$ cat config.mk
export PLATFORM = sky130hd
export DESIGN_NAME = axi_read_master_flat
export DESIGN_NICKNAME = d
export VERILOG_FILES = /design/src/rtl/axi_pkg.sv /design/src/rtl/axi_read_master_if.sv /design/src/rtl/axi_pipe_reg.sv /design/src/rtl/axi_read_master.sv /design/src/flat_wrapper.sv
export SDC_FILE = /design/constraint.sdc
export NUM_CORES = 1
export LEC_CHECK = 0
export CORE_UTILIZATION = 36
export CTS_BUF_LIST = sky130_fd_sc_hd__clkbuf_8
export DETAILED_ROUTE_END_ITERATION = 16
export PLACE_DENSITY_LB_ADDON = 0.1
export SLEW_MARGIN = 20
export SYNTH_ARGS = -nofsm -noshare
export SYNTH_HDL_FRONTEND = slang
export SYNTH_SLANG_ARGS = --single-unit
$ cat constraint.sdc
create_clock -name ACLK -period 1.35 [get_ports ACLK]
set_input_delay 0.405 -clock ACLK [delete_from_list [all_inputs] [get_ports ACLK]]
set_output_delay 0.405 -clock ACLK [all_outputs]
set_load 0.03 [all_outputs]
$ cat src/rtl/axi_pkg.sv
// axi_pkg: shared AXI burst/size codes, read-master state enum and AR/R field widths
package axi_pkg;
  localparam logic [1:0] BURST_FIXED = 2'b00;
  localparam logic [1:0] BURST_INCR  = 2'b01;
  localparam logic [1:0] BURST_WRAP  = 2'b10;
  localparam logic [1:0] SIZE_1B = 2'b00;
  localparam logic [1:0] SIZE_2B = 2'b01;
  localparam logic [1:0] SIZE_4B = 2'b10;
  localparam int AR_LEN_W   = 4;
  localparam int AR_SIZE_W  = 2;
  localparam int AR_BURST_W = 2;
  localparam int AR_LOCK_W  = 2;
  localparam int AR_CACHE_W = 4;
  localparam int AR_PROT_W  = 3;
  localparam int RESP_W     = 2;
  typedef enum logic [1:0] {RM_IDLE, RM_ADDR, RM_DATA} rm_state_e;
endpackage

$ cat src/rtl/axi_read_master_if.sv
// axi_read_master_if: AXI AR + R channel bundle between read master and read slave
//   master modport drives AR payload/ARVALID and RREADY; slave modport drives ARREADY and R beat
interface axi_read_master_if
  import axi_pkg::*;
#(parameter int BusWidth = 32, parameter int tagbits = 2);
  logic [tagbits-1:0]    ARID;
  logic [BusWidth-1:0]   ARADDR;
  logic [AR_LEN_W-1:0]   ARLEN;
  logic [AR_SIZE_W-1:0]  ARSIZE;
  logic [AR_BURST_W-1:0] ARBURST;
  logic [AR_LOCK_W-1:0]  ARLOCK;
  logic [AR_CACHE_W-1:0] ARCACHE;
  logic [AR_PROT_W-1:0]  ARPROT;
  logic                  ARVALID;
  logic                  ARREADY;
  logic [tagbits-1:0]    RID;
  logic [BusWidth-1:0]   RDATA;
  logic [RESP_W-1:0]     RRESP;
  logic                  RLAST;
  logic                  RVALID;
  logic                  RREADY;
  modport master (
    output ARID, ARADDR, ARLEN, ARSIZE, ARBURST, ARLOCK, ARCACHE, ARPROT, ARVALID, RREADY,
    input  ARREADY, RID, RDATA, RRESP, RLAST, RVALID
  );
  modport slave (
    input  ARID, ARADDR, ARLEN, ARSIZE, ARBURST, ARLOCK, ARCACHE, ARPROT, ARVALID, RREADY,
    output ARREADY, RID, RDATA, RRESP, RLAST, RVALID
  );
endinterface

$ cat src/rtl/axi_pipe_reg.sv
// axi_pipe_reg: one-entry valid/ready register; accepts a new word while draining the held one
//   ACLK/ARESETn; in_valid/in_ready/in_data upstream; out_valid/out_ready/out_data downstream
module axi_pipe_reg #(parameter int W = 8) (
  input  logic         ACLK,
  input  logic         ARESETn,
  input  logic         in_valid,
  output logic         in_ready,
  input  logic [W-1:0] in_data,
  output logic         out_valid,
  input  logic         out_ready,
  output logic [W-1:0] out_data
);
  assign in_ready = !out_valid || out_ready;
  always_ff @(posedge ACLK or negedge ARESETn)
    if (!ARESETn) begin
      out_valid <= 1'b0;
      out_data  <= '0;
    end else if (in_valid && in_ready) begin
      out_valid <= 1'b1;
      out_data  <= in_data;
    end else if (out_ready) out_valid <= 1'b0;
endmodule

$ cat src/rtl/axi_read_master.sv
// axi_read_master: single-outstanding AXI read initiator (AR issue, R collect, one-entry beat register)
//   ACLK/ARESETn (async, active-low); client request req_*; AR/R via axi (master modport);
//   client beat rd_*; busy from accept to final capture; sticky err_rid/err_rlast
//   Build option READ_MASTER_PROTOCOL_CHECK_EN: RID/RLAST checking and count-based burst end;
//   without it the errors read 0 and RLAST alone ends the burst
module axi_read_master
  import axi_pkg::*;
#(parameter int BusWidth = 32, parameter int tagbits = 2) (
  input  logic                ACLK,
  input  logic                ARESETn,
  input  logic                req_valid,
  output logic                req_ready,
  input  logic [tagbits-1:0]  req_id,
  input  logic [BusWidth-1:0] req_addr,
  input  logic [1:0]          req_len,
  input  logic [1:0]          req_size,
  input  logic [1:0]          req_burst,
  axi_read_master_if.master   axi,
  output logic                rd_valid,
  input  logic                rd_ready,
  output logic [tagbits-1:0]  rd_id,
  output logic [BusWidth-1:0] rd_data,
  output logic [RESP_W-1:0]   rd_resp,
  output logic                rd_last,
  output logic                busy,
  output logic                err_rid,
  output logic                err_rlast
);
  localparam int BeatW = tagbits + BusWidth + RESP_W + 1;
  rm_state_e  state;
  logic [2:0] beat_cnt;
  logic       accept, r_fire, fin, pipe_in_ready;
  assign accept      = state == RM_IDLE && req_valid && req_ready;
  assign axi.RREADY  = state == RM_DATA && pipe_in_ready;
  assign r_fire      = axi.RVALID && axi.RREADY;
  assign axi.ARLOCK  = '0;
  assign axi.ARCACHE = '0;
  assign axi.ARPROT  = '0;
`ifdef READ_MASTER_PROTOCOL_CHECK_EN
  logic cnt_hit;
  assign cnt_hit = beat_cnt == {1'b0, axi.ARLEN[1:0]};
  assign fin     = axi.RLAST || cnt_hit;
  always_ff @(posedge ACLK or negedge ARESETn)
    if (!ARESETn) begin
      err_rid   <= 1'b0;
      err_rlast <= 1'b0;
    end else if (accept) begin
      err_rid   <= 1'b0;
      err_rlast <= 1'b0;
    end else if (r_fire) begin
      if (axi.RID != axi.ARID) err_rid <= 1'b1;
      if (axi.RLAST != cnt_hit) err_rlast <= 1'b1;
    end
`else
  assign fin       = axi.RLAST;
  assign err_rid   = 1'b0;
  assign err_rlast = 1'b0;
`endif
  always_ff @(posedge ACLK or negedge ARESETn)
    if (!ARESETn) begin
      state       <= RM_IDLE;
      req_ready   <= 1'b0;
      busy        <= 1'b0;
      beat_cnt    <= '0;
      axi.ARVALID <= 1'b0;
      axi.ARID    <= '0;
      axi.ARADDR  <= '0;
      axi.ARLEN   <= '0;
      axi.ARSIZE  <= '0;
      axi.ARBURST <= '0;
    end else case (state)
      RM_IDLE:
        if (accept) begin
          state       <= RM_ADDR;
          req_ready   <= 1'b0;
          busy        <= 1'b1;
          beat_cnt    <= '0;
          axi.ARVALID <= 1'b1;
          axi.ARID    <= req_id;
          axi.ARADDR  <= req_addr;
          axi.ARLEN   <= {2'b00, req_len};
          axi.ARSIZE  <= req_size == 2'b11 ? SIZE_4B : req_size;
          axi.ARBURST <= req_burst == 2'b11 ? BURST_INCR : req_burst;
        end else req_ready <= 1'b1;
      RM_ADDR:
        if (axi.ARREADY) begin
          state       <= RM_DATA;
          axi.ARVALID <= 1'b0;
        end
      RM_DATA:
        if (r_fire) begin
          beat_cnt <= beat_cnt + 3'd1;
          if (fin) begin
            state     <= RM_IDLE;
            busy      <= 1'b0;
            req_ready <= 1'b1;
          end
        end
      default: state <= RM_IDLE;
    endcase
  axi_pipe_reg #(.W(BeatW)) u_pipe (
    .ACLK      (ACLK),
    .ARESETn   (ARESETn),
    .in_valid  (state == RM_DATA && axi.RVALID),
    .in_ready  (pipe_in_ready),
    .in_data   ({axi.RID, axi.RDATA, axi.RRESP, axi.RLAST}),
    .out_valid (rd_valid),
    .out_ready (rd_ready),
    .out_data  ({rd_id, rd_data, rd_resp, rd_last})
  );
endmodule

$ cat src/flat_wrapper.sv
// flat-port wrapper written by rule: the top's interface ports become plain ports
module axi_read_master_flat import axi_pkg::*;
#(parameter int BusWidth = 32, parameter int tagbits = 2)
  (ACLK, ARESETn, req_valid, req_ready, req_id, req_addr, req_len, req_size, req_burst, rd_valid, rd_ready, rd_id, rd_data, rd_resp, rd_last, busy, err_rid, err_rlast, axi_ARID, axi_ARADDR, axi_ARLEN, axi_ARSIZE, axi_ARBURST, axi_ARLOCK, axi_ARCACHE, axi_ARPROT, axi_ARVALID, axi_RREADY, axi_ARREADY, axi_RID, axi_RDATA, axi_RRESP, axi_RLAST, axi_RVALID);
  axi_read_master_if #(.BusWidth(BusWidth), .tagbits(tagbits)) axi_i ();
  input  logic ACLK;
  input  logic ARESETn;
  input  logic req_valid;
  output logic req_ready;
  input  logic [tagbits-1:0] req_id;
  input  logic [BusWidth-1:0] req_addr;
  input  logic [1:0] req_len;
  input  logic [1:0] req_size;
  input  logic [1:0] req_burst;
  output logic rd_valid;
  input  logic rd_ready;
  output logic [tagbits-1:0] rd_id;
  output logic [BusWidth-1:0] rd_data;
  output logic [RESP_W-1:0] rd_resp;
  output logic rd_last;
  output logic busy;
  output logic err_rid;
  output logic err_rlast;
  output wire logic [$bits(axi_i.ARID)-1:0] axi_ARID;
  output wire logic [$bits(axi_i.ARADDR)-1:0] axi_ARADDR;
  output wire logic [$bits(axi_i.ARLEN)-1:0] axi_ARLEN;
  output wire logic [$bits(axi_i.ARSIZE)-1:0] axi_ARSIZE;
  output wire logic [$bits(axi_i.ARBURST)-1:0] axi_ARBURST;
  output wire logic [$bits(axi_i.ARLOCK)-1:0] axi_ARLOCK;
  output wire logic [$bits(axi_i.ARCACHE)-1:0] axi_ARCACHE;
  output wire logic [$bits(axi_i.ARPROT)-1:0] axi_ARPROT;
  output wire logic [$bits(axi_i.ARVALID)-1:0] axi_ARVALID;
  output wire logic [$bits(axi_i.RREADY)-1:0] axi_RREADY;
  input wire logic [$bits(axi_i.ARREADY)-1:0] axi_ARREADY;
  input wire logic [$bits(axi_i.RID)-1:0] axi_RID;
  input wire logic [$bits(axi_i.RDATA)-1:0] axi_RDATA;
  input wire logic [$bits(axi_i.RRESP)-1:0] axi_RRESP;
  input wire logic [$bits(axi_i.RLAST)-1:0] axi_RLAST;
  input wire logic [$bits(axi_i.RVALID)-1:0] axi_RVALID;
  assign axi_ARID = axi_i.ARID;
  assign axi_ARADDR = axi_i.ARADDR;
  assign axi_ARLEN = axi_i.ARLEN;
  assign axi_ARSIZE = axi_i.ARSIZE;
  assign axi_ARBURST = axi_i.ARBURST;
  assign axi_ARLOCK = axi_i.ARLOCK;
  assign axi_ARCACHE = axi_i.ARCACHE;
  assign axi_ARPROT = axi_i.ARPROT;
  assign axi_ARVALID = axi_i.ARVALID;
  assign axi_RREADY = axi_i.RREADY;
  assign axi_i.ARREADY = axi_ARREADY;
  assign axi_i.RID = axi_RID;
  assign axi_i.RDATA = axi_RDATA;
  assign axi_i.RRESP = axi_RRESP;
  assign axi_i.RLAST = axi_RLAST;
  assign axi_i.RVALID = axi_RVALID;
  axi_read_master #(.BusWidth(BusWidth), .tagbits(tagbits)) u_core (.ACLK(ACLK), .ARESETn(ARESETn), .req_valid(req_valid), .req_ready(req_ready), .req_id(req_id), .req_addr(req_addr), .req_len(req_len), .req_size(req_size), .req_burst(req_burst), .axi(axi_i), .rd_valid(rd_valid), .rd_ready(rd_ready), .rd_id(rd_id), .rd_data(rd_data), .rd_resp(rd_resp), .rd_last(rd_last), .busy(busy), .err_rid(err_rid), .err_rlast(err_rlast));
endmodule
# ---- After elaboration in Yosys (flattened, before gate mapping)
# Index checks and enable logic that the tools add are counted.
dict set report classes {
  reduce_logical 17
  n_mux 19
  n_eq_ne 8
}
# cell count
set ops {}
lappend ops {{2-bit 2-to-1 mux} 6}
lappend ops {{1-bit 2-to-1 mux} 9}
lappend ops {{4-bit AND reduction} 2}
lappend ops {{2-bit == test (second input constant)} 3}
lappend ops {{1-bit logical AND} 6}
lappend ops {{1-bit one-hot mux with 2 select lines} 3}
lappend ops {{2-bit one-hot mux with 3 select lines} 1}
lappend ops {{3-bit AND reduction} 2}
lappend ops {{2-bit nonzero test} 3}
lappend ops {{2-bit by 1-bit inequality test with 1-bit output (second input constant)} 2}
lappend ops {{2-bit inequality test (second input constant)} 2}
lappend ops {{2-bit by 1-bit == test with 1-bit output (second input constant)} 1}
lappend ops {{2-bit logical NOT} 1}
lappend ops {{2-bit AND reduction} 1}
lappend ops {{1-bit logical NOT} 1}
lappend ops {{1-bit logical OR} 1}
dict set report word_totals {
  word_cells 55
  register_bits 83
  output_inout_bits 95
  input_bits 83
}

# ---- Depth between registers and ports, before layout
dict set report depth {
  ltp_word 6
  ltp_mapped 5
  mapped_depth_nobuf 3
}

# ---- Modules after synthesis
# A second synthesis with hierarchy kept.
dict set report hier_totals {
  hier_cells 207
  area_unflattened_um2 3555.9
}
# module instances cells_each area_per_inst_um2
set modules_own_cells {}
lappend modules_own_cells {axi_read_master 1 126 1983.2}
lappend modules_own_cells {axi_pipe_reg 1 81 1572.8}

# ---- Least setup slack after synthesis
# Ideal clock, no wire load.
dict set report synth_path {
  kind {register -> register}
  from {register u_core.req_ready}
  to {register u_core.axi.ARADDR[0]}
  slack_ns -0.158
  setup_time_ns 0.125
  path_stages_with_launch 5
  t_arrival_ns 1.383
  cell_sequence {dfrtp_1 -> nand4bb_1 -> buf_2 -> buf_2 -> mux2_2}
}
dict set report synth_via {
  elab_chain_len 2
}
# element line_no
set synth_rtl {}
lappend synth_rtl {{start: declaration} axi_read_master.sv:12} ;# output logic req_ready,
lappend synth_rtl {{start signal: assignment} axi_read_master.sv:62} ;# req_ready <= 1'b0;
lappend synth_rtl {{start signal: assignment} axi_read_master.sv:75} ;# req_ready <= 1'b0;
lappend synth_rtl {{start signal: assignment} axi_read_master.sv:84} ;# end else req_ready <= 1'b1;
lappend synth_rtl {{1-bit logical AND} axi_read_master.sv:33} ;# assign accept = state == RM_IDLE && req_valid && req_ready;
lappend synth_rtl {{2-bit AND reduction (no source line)} n/a}
lappend synth_rtl {{end signal: assignment} axi_read_master.sv:80} ;# axi.ARADDR <= req_addr;
lappend synth_rtl {{end: declaration} axi_read_master_if.sv:23} ;# output ARID, ARADDR, ARLEN, ARSIZE, ARBURST, ARLOCK, ARCACHE, ARPROT, ARVALID, RREADY,
# No other way between the ends.
# A chain may end at the register's enable or synchronous reset.

# ---- Worst setup path in the final report
dict set report layout_path {
  from {register u_core.state[1]}
  to {output axi_RREADY}
}
dict set report layout_via {
  elab_chain_len 2
}
# element line_no
set layout_rtl {}
lappend layout_rtl {{start: declaration} axi_read_master.sv:30} ;# rm_state_e state;
lappend layout_rtl {{start signal: assignment} axi_read_master.sv:61} ;# state <= RM_IDLE;
lappend layout_rtl {{start signal: assignment} axi_read_master.sv:74} ;# state <= RM_ADDR;
lappend layout_rtl {{start signal: assignment} axi_read_master.sv:87} ;# state <= RM_DATA;
lappend layout_rtl {{2-bit == test} axi_read_master.sv:34} ;# assign axi.RREADY = state == RM_DATA && pipe_in_ready;
lappend layout_rtl {{1-bit logical AND} axi_read_master.sv:34}
lappend layout_rtl {{end: declaration} flat_wrapper.sv:33} ;# output wire logic [$bits(axi_i.RREADY)-1:0] axi_RREADY;
# No other way between the ends.

==> results.py <==
metrics = {
    "grt": {
        "grt_start_max_net_pins": 48,
        "grt_pass1_vias": 2491,
        "grt-ovfl-total": 0,
        "grtUsageTotal_pct": 17.22,
        "grt_pass1_wl_mm": 12.87,
        "antenna_found_initial": 0,
    },
    "synthesis": {
        "synth.most_common_cell": "dfrtp_1",
        "synth_seq_cells": 83,
        "avgSynthCellArea_um2": 16.06,
        "syn-instance-count": 207,
        "syn_area_um2": 3324,
        "yosysTopAreaCell": "dfrtp_1",
        "synth_common_cells": "dfrtp_1 (83), mux2_2 (56), mux2_4 (18), buf_4 (15), nand2_1 (6)",
        "yosysSeqAreaShare_pct": 62.48,
        "synthTopCellsByArea": "dfrtp_1 (62%), mux2_2 (19%), mux2_4 (8.1%), buf_4 (3.4%), nand2b_1 (0.75%)",
        "synth_ff_type": "dfrtp_1",
        "synthArstFlopShare_pct": 100.0,
        "yosysWarnings": 0,
        "synth_top_area_share_pct": 62.48,
        "synth_edf_count": 0,
        "synth.distinct_cells": 23,
    },
    "critical_path": {
        "reg2reg_slack_ns": -0.21,
        "crit_fanout": 2,
        "reg2reg_from": "u_core.state[1]",
        "cp_slowest_cell": "dfrtp_1",
        "cp_top_family": "flip-flops",
        "crit_type": "reg2out",
        "worstPathArrival_ns": 1.21,
        "reg2reg_to": "u_core.axi.ARBURST[0]",
        "path_cells": "and2b_2 -> and2_4 -> buf_6",
        "slowest_delay_ns": 0.40,
        "worst-path-buf-inv": 1,
        "cp-end-kind": "output port",
        "cp.required_ns": 0.95,
        "reg2reg_depth": 6,
        "startpoint_type": "register",
    },
    "sta": {
        "rsz0062_at_grt": "true",
        "hold_viol_final": 0,
        "fmax_ghz": 0.6210,
        "slew_viol_final": 0,
        "fin_setup_tns_ns": -9.935,
        "layout_min_cycle_time_ns": 1.610,
        "finalCritPeriodShare_pct": 119.3,
        "finalSetupViolCount": 75,
        "fin_ws_ns": -0.2603,
        "finClkSkew_ns": 0.01458,
        "hold_slack_ns": 0.01346,
    },
    "flow_run": {
        "cap_violations": 0,
    },
    "power_and_ir_drop": {
        "p_sw_share_pct": 38.60,
        "clockPowerShare_pct": 12.7,
        "peakVddDrop_mv": 1.099,
        "p_sw_w": 0.005767,
        "power_frac_comb_pct": 57.4,
        "seqPwrFrac_pct": 29.8,
        "leakage_nw": 2.775,
        "pwr_density_cell_nw_per_um2": 2617,
        "p_int_w": 0.009172,
    },
    "cells_and_area": {
        "diodes": 0,
        "finish.net_count": 495,
        "num-fill-cells": 721,
        "area_growth_pct": 71.70,
        "drive_gt1_share_pct": 53.00,
    },
    "drt": {
        "wl_per_cell_um": 15.15,
        "drt_wl_total_mm": 7.953,
        "first_iter_violations": 62,
        "ant_nets": 0,
        "first_pass_iters": 12,
        "drc": 12,
        "vias": 2391,
        "avgViaCountPerCell": 4.554,
    },
    "clock_network": {
        "clock_sinks": 83,
        "clk_pin_slew_ns": 0.09,
        "postCtsHoldBufs": 0,
        "cts_tree": "built",
        "clk_latency_ns": 0.34,
        "clockBufferDepth": 2,
        "cts_buffers": 9,
        "root_buffer": "clkbuf_8",
        "htreeDepth": 3,
    },
    "floorplanning": {
        "die_h_um": 98.10,
        "rows": 34,
        "dieWidth_um": 98.10,
        "start_util_pct": 37.57,
        "core_um2": 8848,
        "ios": 178,
        "dieArea_um2": 9623,
    },
    "status": {
        "violations": "DRC, setup timing",
        "status": "finished, violations left",
    },
    "placed_design": {
        "post-place-ws_ns": -0.4938,
        "dp_hpwl_mm": 5.170,
        "place_congestion": 0.6864,
        "port_buffers": 164,
    },
    "worst_hold_path": {
        "min_path_type": "in2async",
    },
}
[cells in the final DEF, fill, tap and decap left out, types with 3 or more instances in the layout]
cell type | netlist | routed
clkbuf_8 | 0 | 9
nand2b_1 | 4 | 3
buf_12 | 1 | 10
nand2_1 | 6 | 5
dfrtp_1 | 83 | 81
mux2_2 | 56 | 36
buf_4 | 15 | 86
conb_1 | 1 | 13
buf_6 | 1 | 21
mux2_4 | 18 | 38
buf_16 | 0 | 5
inv_1 | 2 | 5
clkdlybuf4s50_1 | 0 | 80
[logic make-up after synthesis]
family                 share of synthesized area, %
and+or+nand+nor                               3.086
buffers and inverters                         5.608
AOI/OAI and AO/OA                             1.619
DFF                                           62.48
other                                        0.1128
muxes                                         27.10
[area by class of cell]
cell class	instances	area, µm²	area share (%)
clock buffer	9	123.9	2.170
tap	108	135.1	2.367
clock inverter	7	86.33	1.512
inverter	2	7.507	0.1315
timing repair buffer	204	2054	35.99
multi-input combinational	112	1221	21.39
sequential	83	2079	36.43
[state kept, by name, indices dropped and copies added, names as in the netlist]
name	cells
u_core.axi.ARBURST	2
u_core.req_ready	1
u_core.u_pipe.out_valid	1
u_core.axi.ARID	2
u_core.state	2
u_core.axi.ARSIZE	2
u_core.busy	1
u_core.u_pipe.out_data	37
u_core.axi.ARADDR	32
u_core.axi.ARLEN	2
u_core.axi.ARVALID	1
[per-layer routing]
metal / track usage, % / share of wire, % / routed length (µm) / up-vias
met3: 4.152 / 7.1 / 563 / 8
met4: 7.110 / 1.2 / 97 / 0
met5: 0 / 0 / 0 / -
li1: - / - / - / 1106
met2: 27.52 / 50 / 3945 / 96
met1: 22.47 / 42 / 3347 / 1181
[worst register-to-register path: cells and delay by family, from the launching register on]
| kind | cells | cell delay (ns) |
|---|---|---|
| and+or+nand+nor | 1 | 0.24 |
| muxes | 1 | 0.26 |
| DFF | 1 | 0.40 |
| buffers and inverters | 4 | 0.54 |
[power groups by stage]
stage / sequential, W / clock, W / combinational, W
after global routing: 0.00463 / 0.00206 / 0.00900
after floorplan: 0.00687 / 0 / 0.00211
after CTS: 0.00442 / 0.00196 / 0.00839
final: 0.00445 / 0.00190 / 0.00858
after detailed placement: 0.00444 / 0 / 0.00740
after global placement: 0.00442 / 0 / 0.00732
[worst max path at each step]
stage | from | end | slack (ns) | cells after the start
after floorplan | u_core.state[0] | u_core.u_pipe.out_data[19] | -0.06 | 5
after global placement | rd_ready | u_core.u_pipe.out_data[36] | -0.46 | 5
after detailed placement | rd_ready | u_core.u_pipe.out_data[1] | -0.49 | 5
after CTS | u_core.state[0] | axi_RREADY | -0.29 | 3
after global routing | u_core.state[1] | axi_RREADY | -0.32 | 3
final | u_core.state[1] | axi_RREADY | -0.26 | 3
[repair_timing]
action / in CTS / in global routing
gates cloned: 7 / 1
resized for setup: 34 / 28
pin swaps: 6 / 1
buffers inserted: 17 / 7
setup endpoints to repair: 76 / 98
[stage by stage]
step	instance area, µm²	total power, W	instances	utilization [%]
6_report	5708	0.01494	525	64.51
5_1_grt	5708	0.01569	525	64.51
4_1_cts	5639	0.01478	522	63.73
3_5_place_dp	4965	0.01184	482	56.11
3_3_place_gp	4965	0.01174	482	56.11
2_1_floorplan	3397	0.008977	219	-
Note: power is estimated with default switching activity, not from simulation.
